==> config.mk <==
export PLATFORM = sky130hd
export DESIGN_NAME = mips_main_control
export DESIGN_NICKNAME = d
export VERILOG_FILES = /design/src/rtl/mips_ctrl_pkg.sv /design/src/rtl/alu_decoder.sv /design/src/rtl/mips_main_control.sv
export SDC_FILE = /design/constraint.sdc
export NUM_CORES = 1
export LEC_CHECK = 0
export CAP_MARGIN = 20
export CORE_MARGIN = 2
export CORE_UTILIZATION = 35
export CTS_BUF_LIST = sky130_fd_sc_hd__clkbuf_2 sky130_fd_sc_hd__clkbuf_4 sky130_fd_sc_hd__clkbuf_8
export DETAILED_ROUTE_END_ITERATION = 8
export PLACE_DENSITY_LB_ADDON = 0.15
export REMOVE_ABC_BUFFERS = 1
export SYNTH_ARGS = -nofsm -noshare
export SYNTH_HDL_FRONTEND = slang
export SYNTH_SLANG_ARGS = --single-unit
==> constraint.sdc <==
create_clock -name CLK -period 2.9 [get_ports CLK]
set_input_delay 0.435 -clock CLK [delete_from_list [all_inputs] [get_ports CLK]]
set_output_delay 0.435 -clock CLK [all_outputs]
set_load 0.05 [all_outputs]
==> src/rtl/mips_ctrl_pkg.sv <==
// Shared encodings for the multi-cycle MIPS main control: FSM states,
// instruction fields, datapath select codes and exception causes.
package mips_ctrl_pkg;

  typedef enum logic [3:0] {
    FETCH,
    DECODE,
    MEMADR,
    MEMRD,
    MEMWB,
    MEMWR,
    EXECUTE,
    ALUWB,
    ADDIEX,
    ADDIWB,
    BRANCH,
    JUMP,
    JR,
    EXC
  } state_t;

  typedef enum logic [1:0] {
    ALUOP_ADD,
    ALUOP_SUB,
    ALUOP_FUNCT
  } alu_op_t;

  localparam logic [5:0] OP_RTYPE = 6'b000000;
  localparam logic [5:0] OP_J     = 6'b000010;
  localparam logic [5:0] OP_BEQ   = 6'b000100;
  localparam logic [5:0] OP_BNE   = 6'b000101;
  localparam logic [5:0] OP_ADDI  = 6'b001000;
  localparam logic [5:0] OP_LW    = 6'b100011;
  localparam logic [5:0] OP_SW    = 6'b101011;

  localparam logic [5:0] FN_JR  = 6'b001000;
  localparam logic [5:0] FN_ADD = 6'b100000;
  localparam logic [5:0] FN_SUB = 6'b100010;
  localparam logic [5:0] FN_AND = 6'b100100;
  localparam logic [5:0] FN_OR  = 6'b100101;
  localparam logic [5:0] FN_SLT = 6'b101010;

  localparam logic [2:0] PC_SEL_ALU     = 3'd0;
  localparam logic [2:0] PC_SEL_ALU_REG = 3'd1;
  localparam logic [2:0] PC_SEL_JUMP    = 3'd2;
  localparam logic [2:0] PC_SEL_REG1    = 3'd3;
  localparam logic [2:0] PC_SEL_VEC0    = 3'd4;

  localparam logic [1:0] SRCB_REG     = 2'd0;
  localparam logic [1:0] SRCB_FOUR    = 2'd1;
  localparam logic [1:0] SRCB_IMM     = 2'd2;
  localparam logic [1:0] SRCB_IMM_SH2 = 2'd3;

  localparam logic [2:0] ALU_AND = 3'b000;
  localparam logic [2:0] ALU_OR  = 3'b001;
  localparam logic [2:0] ALU_ADD = 3'b010;
  localparam logic [2:0] ALU_SUB = 3'b110;
  localparam logic [2:0] ALU_SLT = 3'b111;

  localparam logic CAUSE_UNDEF = 1'b0;
  localparam logic CAUSE_OVF   = 1'b1;

  // Only add and sub trap on signed overflow; slt/and/or ignore the flag.
  function automatic logic is_addsub(input logic [2:0] ctl);
    return (ctl == ALU_ADD) || (ctl == ALU_SUB);
  endfunction

endpackage

==> src/rtl/alu_decoder.sv <==
// Maps the control-level ALU operation (add / sub / by funct) to the
// 3-bit ALU control code and flags funct values the ALU does not implement.
module alu_decoder
  import mips_ctrl_pkg::*;
#(
  parameter int FUNCT_WIDTH = 6
) (
  input  alu_op_t                ALUOp,
  input  logic [FUNCT_WIDTH-1:0] Funct,
  output logic [2:0]             ALUControl,
  output logic                   funct_valid
);

  always_comb begin
    ALUControl  = ALU_ADD;
    funct_valid = 1'b1;
    case (ALUOp)
      ALUOP_ADD: ALUControl = ALU_ADD;
      ALUOP_SUB: ALUControl = ALU_SUB;
      default: begin
        case (Funct)
          FN_ADD:  ALUControl = ALU_ADD;
          FN_SUB:  ALUControl = ALU_SUB;
          FN_AND:  ALUControl = ALU_AND;
          FN_OR:   ALUControl = ALU_OR;
          FN_SLT:  ALUControl = ALU_SLT;
          default: funct_valid = 1'b0;
        endcase
      end
    endcase
  end

endmodule

==> src/rtl/mips_main_control.sv <==
// Multi-cycle main control FSM: sequences fetch, decode, execute, memory and
// write-back steps and vectors undefined-opcode / overflow exceptions to 0.
module mips_main_control
  import mips_ctrl_pkg::*;
#(
  parameter int OPCODE_WIDTH = 6,
  parameter int FUNCT_WIDTH  = 6
) (
  input  logic                    CLK,
  input  logic                    RST,
  input  logic [OPCODE_WIDTH-1:0] Opcode,
  input  logic [FUNCT_WIDTH-1:0]  Funct,
  input  logic                    Zero,
  input  logic                    Overflow,
  input  logic                    MEM_RDY,
  output logic                    PC_LOAD,
  output logic                    IorD,
  output logic                    IR_EN,
  output logic                    EPC_EN,
  output logic [2:0]              PC_SEL,
  output logic                    MEM_REQ,
  output logic                    MemWrite,
  output logic                    RegWrite,
  output logic                    RegDst,
  output logic                    MemtoReg,
  output logic                    ALUSrcA,
  output logic [1:0]              ALUSrcB,
  output logic [2:0]              ALUControl,
  output logic                    Cause_EN,
  output logic                    Cause,
  output state_t                  dbg_state
);

  // Memory handshake: MEM_REQ is held high for the whole access; the access
  // completes in the cycle MEM_RDY is high, and only then do IR_EN, PC_LOAD
  // (fetch) and MemWrite (store) fire and the FSM leave the memory state.

  state_t  state;
  state_t  state_nxt;
  logic    cause_q;
  logic    cause_nxt;
  alu_op_t alu_op;
  logic    funct_valid;

  alu_decoder #(
    .FUNCT_WIDTH(FUNCT_WIDTH)
  ) u_alu_decoder (
    .ALUOp      (alu_op),
    .Funct      (Funct),
    .ALUControl (ALUControl),
    .funct_valid(funct_valid)
  );

  always_comb begin
    state_nxt = FETCH;
    cause_nxt = cause_q;
    case (state)
      FETCH:   state_nxt = MEM_RDY ? DECODE : FETCH;
      DECODE: begin
        if (Opcode == OP_LW || Opcode == OP_SW) begin
          state_nxt = MEMADR;
        end else if (Opcode == OP_RTYPE) begin
          state_nxt = (Funct == FN_JR) ? JR : EXECUTE;
        end else if (Opcode == OP_BEQ || Opcode == OP_BNE) begin
          state_nxt = BRANCH;
        end else if (Opcode == OP_ADDI) begin
          state_nxt = ADDIEX;
        end else if (Opcode == OP_J) begin
          state_nxt = JUMP;
        end else begin
          state_nxt = EXC;
          cause_nxt = CAUSE_UNDEF;
        end
      end
      MEMADR:  state_nxt = (Opcode == OP_SW) ? MEMWR : MEMRD;
      MEMRD:   state_nxt = MEM_RDY ? MEMWB : MEMRD;
      MEMWB:   state_nxt = FETCH;
      MEMWR:   state_nxt = MEM_RDY ? FETCH : MEMWR;
      EXECUTE: begin
        if (!funct_valid) begin
          state_nxt = EXC;
          cause_nxt = CAUSE_UNDEF;
        end else if (Overflow && is_addsub(ALUControl)) begin
          state_nxt = EXC;
          cause_nxt = CAUSE_OVF;
        end else begin
          state_nxt = ALUWB;
        end
      end
      ALUWB:   state_nxt = FETCH;
      ADDIEX: begin
        if (Overflow) begin
          state_nxt = EXC;
          cause_nxt = CAUSE_OVF;
        end else begin
          state_nxt = ADDIWB;
        end
      end
      default: state_nxt = FETCH;
    endcase
  end

  always_ff @(posedge CLK) begin
    if (!RST) begin
      state   <= FETCH;
      cause_q <= CAUSE_UNDEF;
    end else begin
      state   <= state_nxt;
      cause_q <= cause_nxt;
    end
  end

  always_comb begin
    PC_LOAD  = 1'b0;
    IorD     = 1'b0;
    IR_EN    = 1'b0;
    EPC_EN   = 1'b0;
    PC_SEL   = PC_SEL_ALU;
    MEM_REQ  = 1'b0;
    MemWrite = 1'b0;
    RegWrite = 1'b0;
    RegDst   = 1'b0;
    MemtoReg = 1'b0;
    ALUSrcA  = 1'b0;
    ALUSrcB  = SRCB_REG;
    alu_op   = ALUOP_ADD;
    Cause_EN = 1'b0;
    case (state)
      FETCH: begin
        MEM_REQ = 1'b1;
        ALUSrcB = SRCB_FOUR;
        IR_EN   = MEM_RDY;
        PC_LOAD = MEM_RDY;
      end
      // Branch target is precomputed here and parked in the ALU register.
      DECODE:  ALUSrcB = SRCB_IMM_SH2;
      MEMADR, ADDIEX: begin
        ALUSrcA = 1'b1;
        ALUSrcB = SRCB_IMM;
      end
      MEMRD: begin
        MEM_REQ = 1'b1;
        IorD    = 1'b1;
      end
      MEMWB: begin
        RegWrite = 1'b1;
        MemtoReg = 1'b1;
      end
      MEMWR: begin
        MEM_REQ  = 1'b1;
        IorD     = 1'b1;
        MemWrite = MEM_RDY;
      end
      EXECUTE: begin
        ALUSrcA = 1'b1;
        alu_op  = ALUOP_FUNCT;
      end
      ALUWB: begin
        RegWrite = 1'b1;
        RegDst   = 1'b1;
      end
      ADDIWB:  RegWrite = 1'b1;
      BRANCH: begin
        ALUSrcA = 1'b1;
        alu_op  = ALUOP_SUB;
        PC_SEL  = PC_SEL_ALU_REG;
        PC_LOAD = (Opcode == OP_BNE) ? ~Zero : Zero;
      end
      JUMP: begin
        PC_SEL  = PC_SEL_JUMP;
        PC_LOAD = 1'b1;
      end
      JR: begin
        PC_SEL  = PC_SEL_REG1;
        PC_LOAD = 1'b1;
      end
      EXC: begin
        EPC_EN   = 1'b1;
        Cause_EN = 1'b1;
        PC_SEL   = PC_SEL_VEC0;
        PC_LOAD  = 1'b1;
      end
      default: ;
    endcase
    // Reset overrides every write enable so nothing commits on the reset edge.
    if (!RST) begin
      PC_LOAD  = 1'b0;
      IR_EN    = 1'b0;
      EPC_EN   = 1'b0;
      MemWrite = 1'b0;
      RegWrite = 1'b0;
      Cause_EN = 1'b0;
      MEM_REQ  = 1'b0;
    end
  end

  assign Cause     = cause_q;
  assign dbg_state = state;

endmodule
==> key figures <==
Run status
  • Status: completed

Final layout
  • Filler cell count: 253
  • Final nets: 194
  • Post-route cell area: 1360 um^2
  • Antenna diode count: 0
  • Sequential Area: 100 um^2
  • Non-Filler Instances: 206
  • Share of cells above drive strength 1: 13.1%
  • Area of the multi-input gates: 727 um^2
  • Area growth syn-to-layout: 55.5%

Critical path
  • Req. time, crit path: 2.47 ns
  • Startpoint Class: input port
  • Crit path kind: input port to output pin
  • Slowest-stage cell, CP: nor4_1
  • Slowest stage delay, CP: 0.59 ns
  • Crit path DAT: 2.27 ns
  • Worst-path fanout max: 6
  • Worst path cell trace: clkdlybuf4s50_1 -> nor4_1 -> a311oi_1 -> o31ai_1 -> and3_1 -> buf_12
  • CP endpoint kind: output pin

Placement
  • GP Congestion: 0.878
  • HPWL Detailed: 2.10 mm
  • Placed Area: 1330 um^2
  • Placed Cells: 202
  • IO buf count: 40

Drt
  • DR WL/cell: 13.2 um
  • Remaining DRCs: 0
  • Starting DRT DRC Count: 28
  • Total Wirelength: 2.72 mm
  • Post-DRT Antenna Nets: 0
  • DR vias/cell: 5.75
  • Via count: 1184
  • Initial DRT Pass Iterations: 4

Synth
  • Post-synth top area share: 11.4%
  • Post-Synthesis Cells: 134
  • Post-synthesis compound-gate area fraction: 33.2%
  • Post-Synth Simple-Gate Area: 46.4%
  • Cell Area, Synth: 877 um^2
  • Syn. warnings: 0
  • XOR/XNOR share of the synthesized area: 2.00%
  • Syn Area/Cell: 6.55 um^2
  • Post-synthesis sequential area ratio: 11.4%
  • Async set or reset register ratio after synthesis: 0%
  • Synth area leader: dfxtp_1
  • EDFF count, synth: 0
  • Mux contribution to synthesized area: 1.28%
  • Adder-Cell Fraction of Synth Area: 0%
  • Main synth FF type: dfxtp_1
  • Register bit total from synthesis: 5
  • Combinational family with the most area after synthesis: simple AND/OR/NAND/NOR gates
  • Top cells by area, synth: dfxtp_1, nor2b_1, nor2_1
  • Yosys cell types: 49

Hold path
  • Hold WC Path Type: flop to flop

Power and ir drop
  • Lkg Pwr: 0.477 nW
  • Cell Pwr Density: 789 nW/um^2
  • Total Power: 1.08 mW
  • Worst VDD drop: 483 uV

Die
  • Die height: 54.1 um
  • Core Area: 2430 um^2
  • IO Pins: 41
  • Row count: 18
  • Die X-Extent: 54.1 um
  • Initial Utilization: 36.1%
  • Die area: 2920 um^2

Clock network
  • Setup Buffers After CTS: 0
  • Clk pin slew, worst setup/hold paths: 0.05 ns
  • H-tree Lvls: 1
  • Max clock buf depth: 2
  • Clk sinks: 5
  • Root Buffer: clkbuf_4
  • TritonCTS clock tree: done
  • Post-CTS sizing: 0
  • Clk_lat worst skew: 0.24 ns
  • Hold_buf cts: 0
  • Cts bufs inserted: 3

Global route
  • Initial antenna violation count: 0
  • First-pass GRT wire length: 4.24 mm
  • Total global routing track utilization: 19.3%
  • Pin count of the biggest net entering global routing: 21
  • Total grt overflow: 0
  • Vias in the first global route: 983

Timing
  • Clk_skew: 0.00690 ns
  • Worst slew pin tran: 0.596 ns
  • Fin crit period: 2.71 ns
  • Slew HR: 59.9%
  • Max-slew violations: 0
  • Final TNS setup: 0 ns
  • Fin crit share: 93.4%
  • Final setup fails: 0
  • Max Freq: 369 MHz
  • Final Hold Violating Endpoints: 0
  • Min Hold Slack: 0.550 ns
  • Unrepaired setup endpoints after global routing: false

Flow run
  • Max_cap viols: 0
[logic make-up (layout without fill, tap and decap cells)]
| family | after synthesis | in the layout |
|---|---|---|
| AOI/OAI and AO/OA | 42 | 42 |
| DFF | 5 | 5 |
| xor gates and xnor gates | 2 | 2 |
| muxes | 1 | 1 |
| and+or+nand+nor | 72 | 72 |
| buffers and inverters | 12 | 54 |
[per-stage QoR]
step                worst slack [ns]  utilization (%)
floorplan                     -0.118                -
global placement               0.271             54.8
detailed placement             0.201             54.8
CTS                            0.190             56.1
global route                  0.0428             56.1
finish                         0.191             56.1
[cells in the final DEF (no fill, tap or decap), types with 3 or more instances in the layout]
master / n
nor3b_1: 5
nand2b_1: 5
nor3_1: 6
inv_1: 3
dfxtp_1: 5
nor2_1: 14
a211oi_1: 3
a21oi_1: 8
buf_4: 13
clkdlybuf4s50_1: 32
nor2b_1: 11
o21ai_0: 10
clkbuf_4: 4
nand2_1: 11
[layout make-up]
type	count	share of cell area [%]
sequential	5	7.34
clock buffer	4	2.20
inverter	3	0.826
tap	30	2.75
multi-input combinational	117	53.3
timing repair buffer	47	33.6
[path summary, 6_finish.rpt]
kind | start | end | slack (ns) | cells past startpoint
setup / recovery | Opcode[1] | PC_LOAD | 0.19 | 6
hold / removal | Cause | Cause | 0.55 | 2
setup reg to reg | dbg_state[1] | Cause | 0.87 | 5
hold reg to reg | Cause | Cause | 0.55 | 2
[Yosys cell counts (2+ instances only)]
cell,number
a211oi_1,3
a21oi_1,8
a31oi_1,2
a32oi_1,2
buf_1,2
clkbuf_1,5
dfxtp_1,5
inv_1,3
nand2_1,11
nand2b_1,5
nand3_1,2
nand3b_1,2
nand4_1,2
nor2_1,14
nor2b_1,11
nor3_1,6
nor3b_1,5
nor4_1,2
o211ai_1,2
o21ai_0,10
o31a_1,2
or2_2,2
or4_1,2
[registers in the layout (all words and copies together), names as in the netlist]
name / count
Cause: 1
dbg_state: 4
[report_power, final]
part	switching, mW	internal, mW
registers	0.0377	0.0914
logic	0.553	0.302
clock network	0.0299	0.0614
total	0.621	0.455
[routing by layer]
metal | GRT usage, % | share of wire [%] | vias up
li1 | - | - | 596
met1 | 23.8 | 45 | 543
met2 | 35.2 | 49 | 41
met3 | 1.11 | 5.5 | 4
met4 | 6.25 | 0.85 | 0
met5 | 0 | 0 | -
[worst max-delay path: cells and delay by family]
kind / cells / cell delay, ns
compound gates: 2 / 0.41
buf+inv: 2 / 0.62
simple gates: 2 / 0.82
Note: power is estimated with default switching activity, not from simulation.
